--- config.mk ---
export PLATFORM = sky130hd
export DESIGN_NAME = calc_seq_flat
export DESIGN_NICKNAME = d
export VERILOG_FILES = /design/src/rtl/calc_seq_if.sv /design/src/rtl/calc_seq.sv /design/src/flat_wrapper.sv
export SDC_FILE = /design/constraint.sdc
export NUM_CORES = 2
export LEC_CHECK = 0
export ABC_AREA = 0
export BUFFER_PORTS_ARGS = -buffer_cell sky130_fd_sc_hd__clkbuf_2
export CORE_MARGIN = 4
export CORE_UTILIZATION = 26
export DETAILED_ROUTE_END_ITERATION = 16
export PLACE_DENSITY_LB_ADDON = 0.25
export RECOVER_POWER = 25
export SETUP_SLACK_MARGIN = 0.02
export SLEW_MARGIN = 40
export SYNTH_ARGS = -nofsm -noshare
export SYNTH_HDL_FRONTEND = slang
export SYNTH_SLANG_ARGS = --single-unit
export TNS_END_PERCENT = 50
--- constraint.sdc ---
create_clock -name clk -period 15.9 [get_ports clk]
set_clock_uncertainty 0.2 [all_clocks]
set_input_delay 1.59 -clock clk [delete_from_list [all_inputs] [get_ports clk]]
set_output_delay 1.59 -clock clk [all_outputs]
set_load 0.1 [all_outputs]
--- src/rtl/calc_seq_if.sv ---
// Key-event handshake and display/result bus between the PS/2 key decoder,
// the calculator sequencer and the display driver.
interface calc_seq_if #(
    parameter int W = 32
);
    logic         key_valid;
    logic [4:0]   key_code;
    logic         key_ready;
    logic [W-1:0] disp_val;
    logic [W-1:0] result;
    logic         result_valid;
    logic         err;
    logic [2:0]   state_o;

    modport master (
        output key_valid, key_code,
        input  key_ready, disp_val, result, result_valid, err, state_o
    );

    modport slave (
        input  key_valid, key_code,
        output key_ready, disp_val, result, result_valid, err, state_o
    );
endinterface

--- src/rtl/calc_seq.sv ---
// Calculator sequencer: two-operand decimal entry, + - * in one cycle and an
// optional restoring divider built only when CALC_DIV_EN is defined.
module calc_seq #(
    parameter int DIGITS = 4,
    parameter int W      = 32
) (
    input  logic       clk,
    input  logic       rst,
    calc_seq_if.slave  bus
);
    typedef enum logic [2:0] {
        S_IDLE  = 3'd0,
        S_OPSEL = 3'd1,
        S_ENTB  = 3'd2,
        S_EXEC  = 3'd3,
        S_DONE  = 3'd4,
        S_ERR   = 3'd5
    } state_t;

    localparam logic [1:0] OP_ADD = 2'd0;
    localparam logic [1:0] OP_SUB = 2'd1;
    localparam logic [1:0] OP_MUL = 2'd2;
`ifdef CALC_DIV_EN
    localparam logic [1:0] OP_DIV = 2'd3;
`endif
    localparam int         CW       = $clog2(DIGITS + 1);
    localparam logic [CW-1:0] DIG_MAX = CW'(DIGITS);

    state_t        state, state_n;
    logic [W-1:0]  a, a_n, b, b_n;
    logic [W-1:0]  result, result_n, alu;
    logic [CW-1:0] cnt, cnt_n;
    logic [1:0]    op, op_n;
    logic          result_valid, rv_n;
    logic          key_ready, take;
    logic          is_dig, is_op, is_ent, is_clr;
    logic [W-1:0]  dig;
    logic [W-1:0]  a_acc, b_acc;
    logic          div_start, div_step, go_err;

    assign key_ready = (state != S_EXEC);
    assign take      = bus.key_valid && key_ready;

    assign is_dig = (bus.key_code < 5'd10);
`ifdef CALC_DIV_EN
    assign is_op  = (bus.key_code[4:2] == 3'b100);
`else
    assign is_op  = (bus.key_code >= 5'h10) && (bus.key_code <= 5'h12);
`endif
    assign is_ent = (bus.key_code == 5'h14);
    assign is_clr = (bus.key_code == 5'h15);
    assign dig    = W'(bus.key_code[3:0]);
    assign a_acc  = a * W'(10) + dig;
    assign b_acc  = b * W'(10) + dig;

    always_comb begin
        case (op)
            OP_ADD:  alu = a + b;
            OP_SUB:  alu = a - b;
            OP_MUL:  alu = a * b;
            default: alu = '0;
        endcase
    end

`ifdef CALC_DIV_EN
    localparam int DCW = (W > 1) ? $clog2(W) : 1;

    logic           div_run, div_last, div_zero, neg, err_q;
    logic [DCW-1:0] div_cnt;
    logic [W-1:0]   rem, rem_nx, quo, quo_nx, dvs, div_res;
    logic [W:0]     shifted, trial;

    function automatic logic [W-1:0] mag(input logic [W-1:0] x);
        return x[W-1] ? -x : x;
    endfunction

    // One restoring step: shift in the next dividend bit, subtract if it fits.
    always_comb begin
        shifted = {rem, quo[W-1]};
        trial   = shifted - {1'b0, dvs};
        if (!trial[W]) begin
            rem_nx = trial[W-1:0];
            quo_nx = {quo[W-2:0], 1'b1};
        end else begin
            rem_nx = shifted[W-1:0];
            quo_nx = {quo[W-2:0], 1'b0};
        end
    end

    assign div_last = (div_cnt == DCW'(W - 1));
    assign div_res  = neg ? -quo_nx : quo_nx;
    assign div_zero = (b == '0);

    always_ff @(posedge clk or negedge rst) begin
        if (!rst) begin
            div_run <= 1'b0;
            div_cnt <= '0;
            rem     <= '0;
            quo     <= '0;
            dvs     <= '0;
            neg     <= 1'b0;
            err_q   <= 1'b0;
        end else begin
            if (div_start) begin
                div_run <= 1'b1;
                div_cnt <= '0;
                rem     <= '0;
                quo     <= mag(a);
                dvs     <= mag(b);
                neg     <= a[W-1] ^ b[W-1];
            end else if (div_step) begin
                rem     <= rem_nx;
                quo     <= quo_nx;
                div_cnt <= div_cnt + 1'b1;
                if (div_last) div_run <= 1'b0;
            end
            if (take && is_clr) err_q <= 1'b0;
            else if (go_err)    err_q <= 1'b1;
        end
    end

    assign bus.err = err_q;
`else
    assign bus.err = 1'b0;
`endif

    always_comb begin
        state_n   = state;
        a_n       = a;
        b_n       = b;
        cnt_n     = cnt;
        op_n      = op;
        result_n  = result;
        rv_n      = 1'b0;
        div_start = 1'b0;
        div_step  = 1'b0;
        go_err    = 1'b0;
        case (state)
            S_IDLE: if (take) begin
                if (is_dig) begin
                    if (cnt < DIG_MAX) begin
                        a_n   = a_acc;
                        cnt_n = cnt + 1'b1;
                    end
                end else if (is_op && cnt != '0) begin
                    op_n    = bus.key_code[1:0];
                    b_n     = '0;
                    cnt_n   = '0;
                    state_n = S_OPSEL;
                end
            end
            S_OPSEL: if (take) begin
                if (is_dig) begin
                    b_n     = dig;
                    cnt_n   = CW'(1);
                    state_n = S_ENTB;
                end else if (is_op) begin
                    op_n = bus.key_code[1:0];
                end
            end
            S_ENTB: if (take) begin
                if (is_dig) begin
                    if (cnt < DIG_MAX) begin
                        b_n   = b_acc;
                        cnt_n = cnt + 1'b1;
                    end
                end else if (is_ent) begin
                    state_n = S_EXEC;
                end
            end
            S_EXEC: begin
`ifdef CALC_DIV_EN
                if (op == OP_DIV) begin
                    if (!div_run) begin
                        // Zero divisor is caught in the setup cycle, before any iteration.
                        if (div_zero) begin
                            go_err  = 1'b1;
                            state_n = S_ERR;
                        end else begin
                            div_start = 1'b1;
                        end
                    end else begin
                        div_step = 1'b1;
                        if (div_last) begin
                            result_n = div_res;
                            rv_n     = 1'b1;
                            state_n  = S_DONE;
                        end
                    end
                end else
`endif
                begin
                    result_n = alu;
                    rv_n     = 1'b1;
                    state_n  = S_DONE;
                end
            end
            S_DONE: if (take) begin
                if (is_dig) begin
                    a_n     = dig;
                    cnt_n   = CW'(1);
                    state_n = S_IDLE;
                end else if (is_op) begin
                    // Chain: the last result becomes the left operand.
                    a_n     = result;
                    b_n     = '0;
                    cnt_n   = '0;
                    op_n    = bus.key_code[1:0];
                    state_n = S_OPSEL;
                end
            end
            default: ;
        endcase
        if (take && is_clr) begin
            state_n  = S_IDLE;
            a_n      = '0;
            b_n      = '0;
            cnt_n    = '0;
            result_n = '0;
        end
    end

    always_ff @(posedge clk or negedge rst) begin
        if (!rst) begin
            state        <= S_IDLE;
            a            <= '0;
            b            <= '0;
            cnt          <= '0;
            op           <= OP_ADD;
            result       <= '0;
            result_valid <= 1'b0;
        end else begin
            state        <= state_n;
            a            <= a_n;
            b            <= b_n;
            cnt          <= cnt_n;
            op           <= op_n;
            result       <= result_n;
            result_valid <= rv_n;
        end
    end

    always_comb begin
        case (state)
            S_IDLE, S_OPSEL: bus.disp_val = a;
            S_ENTB, S_EXEC:  bus.disp_val = b;
            S_DONE:          bus.disp_val = result;
            default:         bus.disp_val = '0;
        endcase
    end

    assign bus.key_ready    = key_ready;
    assign bus.result       = result;
    assign bus.result_valid = result_valid;
    assign bus.state_o      = state;
endmodule

--- src/flat_wrapper.sv ---
// flat-port wrapper written by rule: the top's interface ports become plain ports
module calc_seq_flat 
#(
    parameter int DIGITS = 4,
    parameter int W      = 32
)
  (clk, rst, bus_key_valid, bus_key_code, bus_key_ready, bus_disp_val, bus_result, bus_result_valid, bus_err, bus_state_o);
  calc_seq_if #(.W(W)) bus_i ();
  input  logic clk;
  input  logic rst;
  input wire logic [$bits(bus_i.key_valid)-1:0] bus_key_valid;
  input wire logic [$bits(bus_i.key_code)-1:0] bus_key_code;
  output wire logic [$bits(bus_i.key_ready)-1:0] bus_key_ready;
  output wire logic [$bits(bus_i.disp_val)-1:0] bus_disp_val;
  output wire logic [$bits(bus_i.result)-1:0] bus_result;
  output wire logic [$bits(bus_i.result_valid)-1:0] bus_result_valid;
  output wire logic [$bits(bus_i.err)-1:0] bus_err;
  output wire logic [$bits(bus_i.state_o)-1:0] bus_state_o;
  assign bus_i.key_valid = bus_key_valid;
  assign bus_i.key_code = bus_key_code;
  assign bus_key_ready = bus_i.key_ready;
  assign bus_disp_val = bus_i.disp_val;
  assign bus_result = bus_i.result;
  assign bus_result_valid = bus_i.result_valid;
  assign bus_err = bus_i.err;
  assign bus_state_o = bus_i.state_o;
  calc_seq #(.DIGITS(DIGITS), .W(W)) u_core (.clk(clk), .rst(rst), .bus(bus_i));
endmodule
==> run metrics <==
Routed WL=104 mm; die area=114000 um2; area grow syn2layout=8.66%; kind of critical path=reg2reg; hold_buf cts=0; die height=337 um; initial antenna violation count=2; part of the Yosys area used for sequential elements=0.0933; num rows=120; core footprint=107000 um2; DRC Markers=0; Final setup viols=0; Non-Filler Instances=4716; largest net degree at the start of global routing=58; IO buf count=76; Via-to-Cell Ratio=5.00; crit path buf inv count=3; Design Power=5.13 mW; EDFF count, synth=0; WP data required=15950 ps; Post-CTS Setup Inserts=0; DP Wirelength=80.4 mm; status=finished with violations; clk buf depth=2; gpl congestion=0.918; Total GRT Usage=0.186; Leak=14.5 nW; CTS tree=done; CP peak stage delay=880 ps; Initial DRC Count=1650; Die W=337 um; Post-synth top flop=dfrtp_1; VDD IR max=228 uV; post-synthesis cell count=3315; dominant cell type by area after synthesis=fa_1; final count of hold timing violations=0; layout net count=4002; min Tclk post-route=8230 ps; post-synthesis cell type count=96; Congestion Overflow GR=0; crit path DAT=8280 ps; syn_nets=4010; proportion of layout cells with a drive suffix above 1=0.0685; Final Cycle Share=0.518; root cell of the clock tree=clkbuf_16; Crit path top cell by count=fa_1; CP max FO=19; Worst Tran Pin Value=3730 ps; Synth async-reset ratio=1.00; clock slew at reported path FFs=100 ps; clock sinks=105; global-route wire length before repair=159 mm; router iterations before antenna repair=6; Hold Crit Class=reg2reg; pwr/cell area=168 nW/um2; Synth Area per Inst=8.50 um2; Layout Utilization=0.285; total clock buffers created by CTS=9; vias in the first global route=24700; Achievable Freq=121 MHz; mapped cell area=28200 um2; Slew HR=-1.49; DR WL/cell=22.1 um; Initial Utilization=0.262; Critical Path Slowest Stage Cell=dfrtp_1; FF+latch count, synth=105; DP Cell Count=4699; most frequent cells in the layout=inv_1, fa_1, nand2_1, and2_1, ha_1; Startpoint Class=register; post-cts gate resize count=0; crit path capture type=register; area share of the largest cell type after synthesis=0.293; Vias=23600; number of max-cap violations=2; leading cell type in the layout, fill and taps excluded=inv_1; Max Slew Vio Count=90; Reg area=2630 um2; RSZ-0062 raised after global routing=false; Ys Warns=0; failing checks=max-capacitance violations, max-slew violations; Worst-Skew Late Latency=410 ps; antenna viol nets, final=0; Ports=78; Area contributors post-synth=fa_1, ha_1, dfrtp_1; multi-input logic area=23300 um2; H-tree Lvls=3; Top delay family on crit path=adder cells; ordered list of cells on the worst path=buf_4 -> and2_1 -> fa_1 -> fa_1 -> fa_1 -> inv_1 -> fa_1 -> inv_1 -> fa_1 -> fa_1 -> fa_1 -> fa_1 -> ha_1 -> a21oi_1 -> o21ai_0 -> a21oi_1 -> o21ai_0 -> a31o_2 -> a32oi_1 -> a21oi_1 -> a21o_1 -> a21oi_1 -> xnor2_1 -> o221ai_1; # fillers=11600; Fin Setup TNS=0 ps
==> synth_stat cells (all sizes together), types with 31 or more instances <==
cell type	count
a21o	38
nand3	52
fa	413
dfrtp	105
clkbuf	169
nand2	402
xnor2	159
nor2	108
xor2	79
o21ai	167
a21oi	143
and2	317
nor2b	51
ha	274
inv	435
o31ai	31
nor3	36
a22oi	31
==> cells by family (layout without fill, tap and decap cells) <==
kind of cell | count (synthesis) | in the layout | share of synthesized area
AOI/OAI and AO/OA | 585 | 585 | 0.137
xor gates and xnor gates | 238 | 238 | 0.0745
adders and majority gates | 688 | 688 | 0.416
buffers and inverters | 609 | 606 | 0.0813
DFF | 105 | 105 | 0.0933
muxes | 6 | 6 | 0.00213
other | 1 | 2 | 0.000133
and+or+nand+nor | 1083 | 1083 | 0.196
==> path summary, 6_finish.rpt <==
| path | start | to | slack [ps] | depth (start not counted) |
|---|---|---|---|---|
| worst max-delay path | u_core.b[6] | u_core.bus.result[31] | 7670 | 24 |
| worst min-delay path | u_core.cnt[1] | u_core.cnt[1] | 350 | 1 |
| worst max register to register | u_core.b[6] | u_core.bus.result[31] | 7670 | 24 |
| worst min register to register | u_core.cnt[1] | u_core.cnt[1] | 350 | 1 |
| max in group asynchronous | rst | u_core.bus.state_o[2] | 9830 | 2 |
| min in group asynchronous | rst | u_core.b[21] | 1240 | 1 |
==> power breakdown <==
part	internal, mW	switching [mW]	leakage, nW
Sequential	0.348	0.209	1.38
Combinational	1.40	2.93	13.0
Clock	0.112	0.142	0.147
Total	1.86	3.28	14.5
==> per-layer routing <==
metal  up-vias  part of all wire  GRT usage
met4         0             0.035     0.0595
met1     12000              0.44      0.250
met3       151             0.048     0.0167
li1      10700                 -          -
met2       657              0.48      0.316
met5         -                 0          0
==> sequential cells by signal, indices dropped and copies added, names as in the netlist <==
signal,count
u_core.a,32
u_core.b,32
u_core.bus.result,32
u_core.bus.result_valid,1
u_core.bus.state_o,3
u_core.cnt,3
u_core.op,2
==> final cells by class <==
class,instances,share of cell area
Clock buffer,9,0.00736
Antenna cell,1,0.0000817
Timing Repair Buffer,155,0.0315
Clock inverter,7,0.00245
Inverter,435,0.0533
Sequential cell,105,0.0860
Multi-Input combinational cell,2601,0.762
Tap cell,1403,0.0573
==> per-stage QoR <==
step	hold WS [ps]	instance area [um2]	worst slack, ps
2_1_floorplan	292	28200	8590
3_3_place_gp	326	30300	7630
3_5_place_dp	327	30300	7750
4_1_cts	357	30600	7690
5_1_grt	395	30600	7280
6_report	349	30600	7670
Note: power is estimated with default switching activity, not from simulation.
